==> src/rtl/multdiv_pkg.sv <==
// multdiv_pkg: shared FSM state type, iteration count and counter width for multdiv_unit
package multdiv_pkg;
  typedef enum logic [1:0] {IDLE, MULT, DIV, DONE} state_t;
  localparam int ITERATIONS = 32;
  localparam int CNT_W = $clog2(ITERATIONS);
endpackage

==> src/rtl/multdiv_unit_if.sv <==
// multdiv_unit_if: operand/control bus from execute (master) to multdiv_unit (slave) carrying result, exception, strobe and busy back
interface multdiv_unit_if #(parameter int WIDTH = 32);
  logic [WIDTH-1:0] data_operandA;
  logic [WIDTH-1:0] data_operandB;
  logic ctrl_MULT;
  logic ctrl_DIV;
  logic ctrl_flush;
  logic [WIDTH-1:0] data_result;
  logic data_exception;
  logic data_resultRDY;
  logic busy;
  modport master(
    output data_operandA, data_operandB, ctrl_MULT, ctrl_DIV, ctrl_flush,
    input data_result, data_exception, data_resultRDY, busy
  );
  modport slave(
    input data_operandA, data_operandB, ctrl_MULT, ctrl_DIV, ctrl_flush,
    output data_result, data_exception, data_resultRDY, busy
  );
endinterface

==> src/rtl/multdiv_signfix.sv <==
// multdiv_signfix: N lanes of conditional two's-complement negation (val in, neg per lane, res out); abs() when neg is the sign bit
module multdiv_signfix #(
  parameter int W = 32,
  parameter int N = 1
) (
  input  logic [N-1:0][W-1:0] val,
  input  logic [N-1:0]        neg,
  output logic [N-1:0][W-1:0] res
);
  for (genvar g = 0; g < N; g++) begin : g_lane
    assign res[g] = neg[g] ? W'(-val[g]) : val[g];
  end
endmodule

==> src/rtl/multdiv_unit.sv <==
// multdiv_unit: iterative signed 32-cycle multiply/divide; clock/reset plus slave bus (operands, MULT/DIV/flush in; result, exception, RDY strobe, busy out)
module multdiv_unit
  import multdiv_pkg::*;
#(
  parameter int WIDTH = 32
) (
  input logic clock,
  input logic reset,
  multdiv_unit_if.slave bus
);
  state_t state;
  logic [CNT_W-1:0] cnt;
  logic [WIDTH-1:0] a;
  logic [2*WIDTH-1:0] p, p_nxt, mag_out, fixed;
  logic [1:0][WIDTH-1:0] mags;
  logic [WIDTH:0] sum, rr, diff;
  logic neg, bz, start, is_mult, last, exc_nxt;
  logic [WIDTH-1:0] res_nxt;
  assign start = bus.ctrl_MULT | bus.ctrl_DIV;
  assign is_mult = bus.ctrl_MULT;
  assign last = cnt == CNT_W'(ITERATIONS - 1);
  multdiv_signfix #(.W(WIDTH), .N(2)) u_in (
    .val({bus.data_operandA, bus.data_operandB}),
    .neg({bus.data_operandA[WIDTH-1], bus.data_operandB[WIDTH-1]}),
    .res(mags)
  );
  multdiv_signfix #(.W(2*WIDTH), .N(1)) u_out (
    .val(mag_out),
    .neg(neg),
    .res(fixed)
  );
  // p holds {accumulator, multiplier} for MULT and {remainder, dividend/quotient} for DIV
  always_comb begin
    sum = {1'b0, p[2*WIDTH-1:WIDTH]} + (p[0] ? {1'b0, a} : '0);
    rr = p[2*WIDTH-1:WIDTH-1];
    diff = rr - {1'b0, a};
    p_nxt = state == MULT ? {sum, p[WIDTH-1:1]}
                          : {diff[WIDTH] ? rr[WIDTH-1:0] : diff[WIDTH-1:0], p[WIDTH-2:0], ~diff[WIDTH]};
    mag_out = state == MULT ? p_nxt : {{WIDTH{1'b0}}, p_nxt[WIDTH-1:0]};
    // the full-width signed value must sign-extend from bit WIDTH-1; this also flags MIN / -1
    exc_nxt = bz | (fixed[2*WIDTH-1:WIDTH-1] != {(WIDTH+1){fixed[WIDTH-1]}});
    res_nxt = bz ? '0 : fixed[WIDTH-1:0];
  end
  always_ff @(posedge clock) begin
    if (reset) begin
      state <= IDLE;
      cnt <= '0;
      bus.data_result <= '0;
      bus.data_exception <= 1'b0;
      bus.data_resultRDY <= 1'b0;
      bus.busy <= 1'b0;
    end else if (start) begin
      state <= is_mult ? MULT : DIV;
      cnt <= '0;
      a <= is_mult ? mags[1] : mags[0];
      p <= {{WIDTH{1'b0}}, is_mult ? mags[0] : mags[1]};
      neg <= bus.data_operandA[WIDTH-1] ^ bus.data_operandB[WIDTH-1];
      bz <= ~is_mult & ~|bus.data_operandB;
      bus.data_resultRDY <= 1'b0;
      bus.busy <= 1'b1;
    end else if (bus.ctrl_flush) begin
      state <= IDLE;
      bus.data_resultRDY <= 1'b0;
      bus.busy <= 1'b0;
    end else if (state == MULT || state == DIV) begin
      p <= p_nxt;
      cnt <= cnt + 1'b1;
      if (last) begin
        state <= DONE;
        bus.data_result <= res_nxt;
        bus.data_exception <= exc_nxt;
        bus.data_resultRDY <= 1'b1;
        bus.busy <= 1'b0;
      end
    end else begin
      state <= IDLE;
      bus.data_resultRDY <= 1'b0;
    end
  end
endmodule

==> src/flat_wrapper.sv <==
// flat-port wrapper written by rule: the top's interface ports become plain ports
module multdiv_unit_flat import multdiv_pkg::*;
#(
  parameter int WIDTH = 32
)
  (clock, reset, bus_data_operandA, bus_data_operandB, bus_ctrl_MULT, bus_ctrl_DIV, bus_ctrl_flush, bus_data_result, bus_data_exception, bus_data_resultRDY, bus_busy);
  multdiv_unit_if #(.WIDTH(WIDTH)) bus_i ();
  input logic clock;
  input logic reset;
  input wire logic [$bits(bus_i.data_operandA)-1:0] bus_data_operandA;
  input wire logic [$bits(bus_i.data_operandB)-1:0] bus_data_operandB;
  input wire logic [$bits(bus_i.ctrl_MULT)-1:0] bus_ctrl_MULT;
  input wire logic [$bits(bus_i.ctrl_DIV)-1:0] bus_ctrl_DIV;
  input wire logic [$bits(bus_i.ctrl_flush)-1:0] bus_ctrl_flush;
  output wire logic [$bits(bus_i.data_result)-1:0] bus_data_result;
  output wire logic [$bits(bus_i.data_exception)-1:0] bus_data_exception;
  output wire logic [$bits(bus_i.data_resultRDY)-1:0] bus_data_resultRDY;
  output wire logic [$bits(bus_i.busy)-1:0] bus_busy;
  assign bus_i.data_operandA = bus_data_operandA;
  assign bus_i.data_operandB = bus_data_operandB;
  assign bus_i.ctrl_MULT = bus_ctrl_MULT;
  assign bus_i.ctrl_DIV = bus_ctrl_DIV;
  assign bus_i.ctrl_flush = bus_ctrl_flush;
  assign bus_data_result = bus_i.data_result;
  assign bus_data_exception = bus_i.data_exception;
  assign bus_data_resultRDY = bus_i.data_resultRDY;
  assign bus_busy = bus_i.busy;
  multdiv_unit #(.WIDTH(WIDTH)) u_core (.clock(clock), .reset(reset), .bus(bus_i));
endmodule
==> config.mk <==
export PLATFORM = sky130hd
export DESIGN_NAME = multdiv_unit_flat
export DESIGN_NICKNAME = d
export VERILOG_FILES = /design/src/rtl/multdiv_pkg.sv /design/src/rtl/multdiv_unit_if.sv /design/src/rtl/multdiv_signfix.sv /design/src/rtl/multdiv_unit.sv /design/src/flat_wrapper.sv
export SDC_FILE = /design/constraint.sdc
export NUM_CORES = 1
export LEC_CHECK = 0
export BUFFER_PORTS_ARGS = -buffer_cell sky130_fd_sc_hd__buf_2
export CORE_ASPECT_RATIO = 0.6
export CORE_MARGIN = 2
export CORE_UTILIZATION = 60
export CTS_BUF_LIST = sky130_fd_sc_hd__clkbuf_4 sky130_fd_sc_hd__clkbuf_8
export CTS_CLUSTER_SIZE = 16
export DETAILED_ROUTE_END_ITERATION = 16
export PLACE_DENSITY = 0.8
export SLEW_MARGIN = 20
export SYNTH_ARGS = -nofsm -noshare
export SYNTH_HDL_FRONTEND = slang
export SYNTH_HIERARCHICAL = 1
export SYNTH_SLANG_ARGS = --single-unit
==> constraint.sdc <==
create_clock -name clock -period 15.14 [get_ports clock]
set_input_delay 3.028 -clock clock [delete_from_list [all_inputs] [get_ports clock]]
set_output_delay 3.028 -clock clock [all_outputs]
set_load 0.005 [all_outputs]
==> impl_metrics.py, run 1 <==
metrics = {
    "outcome": {
        "status": "complete, no violations",
    },
    "detailed_routing": {
        "wl_per_cell_um": 20.7,
        "wl_mm": 41.0,
        "drc": 0,
        "vias_per_cell": 6.58,
        "first_pass_iters": 8,
        "ant_nets": 0,
        "vias": 13007,
        "first_iter_violations": 1591,
    },
    "worst_setup_path": {
        "crit_path_start_kind": "register",
        "required_ns": 15.49,
        "worstPathArrival_ns": 7.01,
        "ff2ff_setup_slack_ns": 8.48,
        "worstSetupEndpointType": "register",
        "slowest_stage": "nor4_1",
        "path_cells": "inv_1 > ha_1 > fa_1 > nor2b_1 > o31ai_1 > a31o_2 > a21oi_1 > nand2b_4 > a311o_1 > xor2_4 > mux2_2 > inv_1 > ha_1 > nand2b_1 > nor4_1 > nand3_1 > o41ai_1 > xnor2_1 > nor4_1 > a31oi_1 > nor3_1 > a221oi_1",
        "worst-path-buf-inv": 2,
        "path_delay_family": "simple AND/OR/NAND/NOR gates",
        "crit_fanout": 6,
        "slowest_delay_ns": 1.03,
        "critPathKind": "register to register",
    },
    "synth": {
        "synth_flop_cell": "edfxtp_1",
        "synth.distinct_cells": 81,
        "synth-async-reset-ratio": 0,
        "syn_area_mm2": 0.0137,
        "ys_seq_area_frac": 0.276,
        "synth_edf_count": 98,
        "synth_warnings": 6,
        "ys_ff_latch": 140,
        "synth.avg_cell_area_um2": 8.49,
        "synthCells": 1614,
        "syn_nets": 1755,
    },
    "clocking": {
        "cts-buffers-inserted": 17,
        "clkLatencyLatePin_ns": 0.49,
        "clkTransAtPathRegs_ns": 0.09,
        "cts_root_buf": "clkbuf_8",
        "cts_resized": 0,
        "cts_setup_buffers": 0,
        "h-tree-depth": 4,
        "ctsHoldBuffers": 0,
        "clock-sinks": 140,
        "cts_tree": "yes",
        "clock_path_buffers": 2,
    },
    "power": {
        "ir_drop_v": 0.0000639,
        "p_sw_uw": 557,
        "leakagePower_uw": 0.00565,
        "p_per_area_mw_per_mm2": 95.1,
        "intPower_uw": 843,
        "combPwrFrac": 0.442,
        "p_seq_frac": 0.339,
        "switching_share": 0.398,
        "power_frac_clock": 0.219,
    },
    "floorplanning": {
        "rows": 42,
        "dieWidth_um": 199,
        "fp.dieArea_mm2": 0.0241,
        "core-area_mm2": 0.0222,
        "pin_count": 104,
        "dieHeight_um": 121,
        "start_util": 0.617,
    },
    "placed_design": {
        "dp_hpwl_mm": 31.2,
        "placed_cell_area_mm2": 0.0143,
        "portBuffers": 103,
        "place_congestion": 0.979,
    },
    "global_route": {
        "grt.overflow.total": 0,
        "antenna_found_initial": 0,
        "grt_pass1_vias": 11354,
        "grt_max_degree": 90,
        "grt_pass1_wl_mm": 63.6,
        "grt_usage": 0.341,
    },
    "sta": {
        "slew_headroom": 0.156,
        "fmax_mhz": 150,
        "rsz0062_at_grt": "no",
        "finalMaxSlewViolations": 0,
        "fin_crit_ns": 6.66,
        "report.final.hold_viol_count": 0,
        "setup_violations": 0,
        "worst_slew_pin_slew_ns": 1.25,
        "tns_ns": 0,
        "whs_ns": 0.491,
        "fin_skew_ns": 0.0131,
        "post-route-period-util": 0.440,
    },
    "min_path": {
        "min-delay-path-class": "register to register",
    },
    "final_layout": {
        "stdcell_area_mm2": 0.0147,
        "final_cell_mix": "155 x xnor2_1, 120 x o21ai_0, 118 x nand2_1",
        "antennaDiodeCount": 0,
        "drive_above_1_share": 0.153,
        "area_growth_pct": 7.36,
        "nNetsFinal": 1798,
        "final_common_cell": "xnor2_1",
        "final_util": 0.662,
    },
    "job": {
        "cap_violations": 0,
    },
}
[registers in the layout, indices dropped and copies added, names as in the netlist]
register                   count
u_core/bus.data_resultRDY      1
u_core/bus.data_result        32
u_core/state                   2
u_core/bus.busy                1
u_core/bus.data_exception      1
u_core/neg                     1
u_core/a                      32
u_core/p                      64
u_core/bz                      1
u_core/cnt                     5
[routing by layer]
| layer | vias to the layer above | GRT usage | wire (um) |
|---|---|---|---|
| met5 | - | 0 | 0 |
| met4 | 0 | 0.0756 | 735 |
| met3 | 68 | 0.0645 | 4850 |
| met2 | 767 | 0.475 | 16400 |
| met1 | 6143 | 0.537 | 19000 |
| li1 | 6029 | - | - |
[worst register-to-register path, delay by kind of cell (launching register included)]
family / cells / cell delay (ns)
DFF: 1 / 0.41
adders and majority gates: 3 / 0.62
AOI/OAI and AO/OA: 7 / 2.14
muxes: 1 / 0.33
xor gates and xnor gates: 2 / 0.38
and+or+nand+nor: 7 / 2.45
buffers and inverters: 2 / 0.18
[synthesized netlist by cell type, types with 33 or more instances]
cell type  instances  share of area
ha_1              70          0.064
nor2_1           106          0.029
xnor2_1          155          0.099
o21ai_0          120          0.044
nor3_1            35          0.013
clkbuf_1          68          0.019
mux2i_1           58          0.042
inv_1             64          0.018
nor3b_1           33          0.018
mux2_2            64          0.053
o31ai_1           44          0.024
dfxtp_1           42          0.061
and2_1            59          0.027
edfxtp_1          98           0.21
nand2_1          118          0.032
a21oi_1          117          0.043
[cell type report]
class	count	area (um2)
sequential	140	3780
fill	1888	7510
timing repair buffer	115	613
clock inverter	10	88.8
tap	308	385
clock buffer	22	284
multi-input combinational	1319	9320
inverter	64	240
[path summary, 6_finish.rpt]
kind	from	end	depth (start not counted)
max reg2reg	u_core/p[31]	u_core/bus.data_exception	22
min reg2reg	u_core/bus.data_result[4]	u_core/bus.data_result[4]	2
max	u_core/p[31]	u_core/bus.data_exception	22
min	u_core/bus.data_result[4]	u_core/bus.data_result[4]	2
[stage by stage]
stage,power (uW),std cells,worst slack (ns)
after floorplan,935,1614,8.17
after detailed placement,1080,1945,8.85
after global placement,1070,1945,9.09
final,1400,1978,8.48
after CTS,1390,1977,8.83
after global routing,1470,1978,8.38
[cells by family (layout without fill, tap and decap cells)]
group                      count (synthesis)  in the layout  share of synthesized area
adders and majority gates                 72             72                     0.0668
buffers and inverters                    155            211                     0.0468
DFF                                      140            140                      0.276
AOI/OAI and AO/OA                        418            418                      0.195
and+or+nand+nor                          526            526                      0.205
xor gates and xnor gates                 181            181                      0.116
muxes                                    122            122                     0.0949
[power by group through the flow]
stage / Clock (uW) / Sequential (uW) / Combinational (uW)
4_1_cts: 309 / 474 / 603
3_5_place_dp: 0 / 482 / 598
6_report: 307 / 474 / 619
3_3_place_gp: 0 / 482 / 586
2_1_floorplan: 0 / 467 / 468
5_1_grt: 324 / 477 / 670
Power figures use the tool's default switching activity.
==> run 2, diff against run 1 <==
==> constraint.sdc (replaced) <==
create_clock -name clock -period 6.5 [get_ports clock]
set_input_delay 1.3 -clock clock [delete_from_list [all_inputs] [get_ports clock]]
set_output_delay 1.3 -clock clock [all_outputs]
set_load 0.005 [all_outputs]
==> run 2 against run 1 <==
- total power increased by 140%
- count of clock-buffer cells in the layout fell by 4
- register-to-register slack worse by 7.8 ns
- critical path type unchanged
==> impl_metrics.py, run 2 (same netlist as run 1, synthesis figures left out) <==
metrics = {
    "outcome": {
        "status": "complete, no violations",
    },
    "sta": {
        "fin_ws_ns": 0.631,
        "finalMaxSlewViolations": 0,
        "worst_slew_pin_slew_ns": 0.993,
        "post-route-period-util": 0.903,
        "fin_skew_ns": 0.0155,
        "slew_headroom": 0.338,
        "tns_ns": 0,
        "setup_violations": 0,
        "report.final.hold_viol_count": 0,
        "fin_crit_ns": 5.87,
        "fmax_mhz": 170,
        "rsz0062_at_grt": "no",
    },
    "power": {
        "ir_drop_v": 0.000142,
        "p_per_area_mw_per_mm2": 230,
        "leakagePower_uw": 0.00570,
    },
    "floorplanning": {
        "start_util": 0.617,
        "dieHeight_um": 121,
        "core-area_mm2": 0.0222,
        "pin_count": 104,
        "fp.dieArea_mm2": 0.0241,
        "dieWidth_um": 199,
        "rows": 42,
    },
    "global_route": {
        "grt.overflow.total": 0,
        "grt_pass1_vias": 11512,
        "grt_usage": 0.345,
        "grt_max_degree": 100,
        "antenna_found_initial": 0,
        "grt_pass1_wl_mm": 64.4,
    },
    "worst_setup_path": {
        "crit_fanout": 33,
        "crit_path_start_kind": "register",
        "reg2reg_depth": 23,
        "critPathKind": "register to register",
        "worstSetupEndpointType": "register",
        "worstPathArrival_ns": 6.20,
        "required_ns": 6.83,
        "crit_start": "u_core/p[0]",
        "reg2reg_from": "u_core/p[0]",
    },
    "clocking": {
        "h-tree-depth": 4,
        "cts_resized": 0,
        "clkTransAtPathRegs_ns": 0.08,
        "clock-sinks": 140,
        "ctsHoldBuffers": 0,
        "cts-buffers-inserted": 17,
        "clkLatencyLatePin_ns": 0.48,
        "cts_setup_buffers": 0,
        "clock_path_buffers": 2,
        "cts_root_buf": "clkbuf_8",
        "cts_tree": "yes",
    },
    "placed_design": {
        "dp_slack_ns": 0.715,
        "portBuffers": 103,
        "dp_hpwl_mm": 31.6,
        "place_congestion": 0.974,
    },
    "final_layout": {
        "area_growth_pct": 8.44,
        "reg_top3": "u_core/p: 64 flops, u_core/a: 32 flops, u_core/bus.data_result: 32 flops",
        "nNetsFinal": 1803,
        "nFillCells": 1874,
        "final_common_cell": "xnor2_1",
        "final_util": 0.669,
        "antennaDiodeCount": 0,
        "largest-register": "u_core/p",
        "largest_register_ff_count": 64,
        "multi_input_area_mm2": 0.00932,
        "final_cell_mix": "155 x xnor2_1, 120 x o21ai_0, 118 x nand2_1",
        "drive_above_1_share": 0.153,
        "regArea_mm2": 0.00378,
    },
    "detailed_routing": {
        "first_iter_violations": 1621,
        "wl_per_cell_um": 20.9,
        "drc": 0,
        "first_pass_iters": 8,
        "wl_mm": 41.3,
        "vias": 13042,
        "ant_nets": 0,
        "vias_per_cell": 6.58,
    },
    "min_path": {
        "holdPathStages": 2,
        "min-delay-path-class": "register to register",
        "hp-start": "u_core/bus.data_result[25]",
    },
    "job": {
        "cap_violations": 0,
    },
}
## run 2: area by class of cell
type,instances,area share
Multi-Input combinational cell,1319,0.627
Sequential cell,140,0.255
Timing Repair Buffer,120,0.0451
Tap cell,308,0.0259
Clock buffer,18,0.0162
Inverter,64,0.0162
Clock inverter,13,0.0150
## run 2: critical path, cell delays in order (launching register included)
cell and delay [ns]:
edfxtp_1 0.36, buf_4 0.24, and2_1 0.18, ha_1 0.21
fa_1 0.42, a21oi_1 0.22, o21ai_0 0.10, and2_1 0.18
a21oi_1 0.18, nor2b_1 0.09, o41ai_1 0.40, o21ai_0 0.18
xor2_1 0.18, and2_1 0.24, or4_1 0.42, or4_4 0.46
or4_4 0.55, o41ai_2 0.32, xnor2_1 0.19, nand2_1 0.08
nor3_1 0.21, a31oi_1 0.08, nor3_1 0.15, a221oi_1 0.10
## run 2: through the flow
step,instances,total power [uW],area (um2),hold slack (ns)
final,1982,3420,14900,0.485
after global routing,1982,3590,14900,0.524
after CTS,1980,3380,14800,0.491
after detailed placement,1949,2520,14400,0.473
after global placement,1949,2490,14400,0.463
after floorplan,1614,2180,13700,0.458
## run 2: final timing paths
kind,endpoint,slack (ns)
min,u_core/bus.data_result[25],0.48
max,u_core/bus.data_exception,0.63
max reg2reg,u_core/bus.data_exception,0.63
min reg2reg,u_core/bus.data_result[25],0.48
## run 2: where the power goes
group	switching (uW)	internal (uW)
Combinational	860	588
Clock	368	494
Sequential	62.9	1040
## run 2: per-layer routing
layer,global-route usage,part of all wire
met5,0,0
met4,0.0714,0.016
met1,0.540,0.46
met2,0.475,0.40
met3,0.0784,0.12
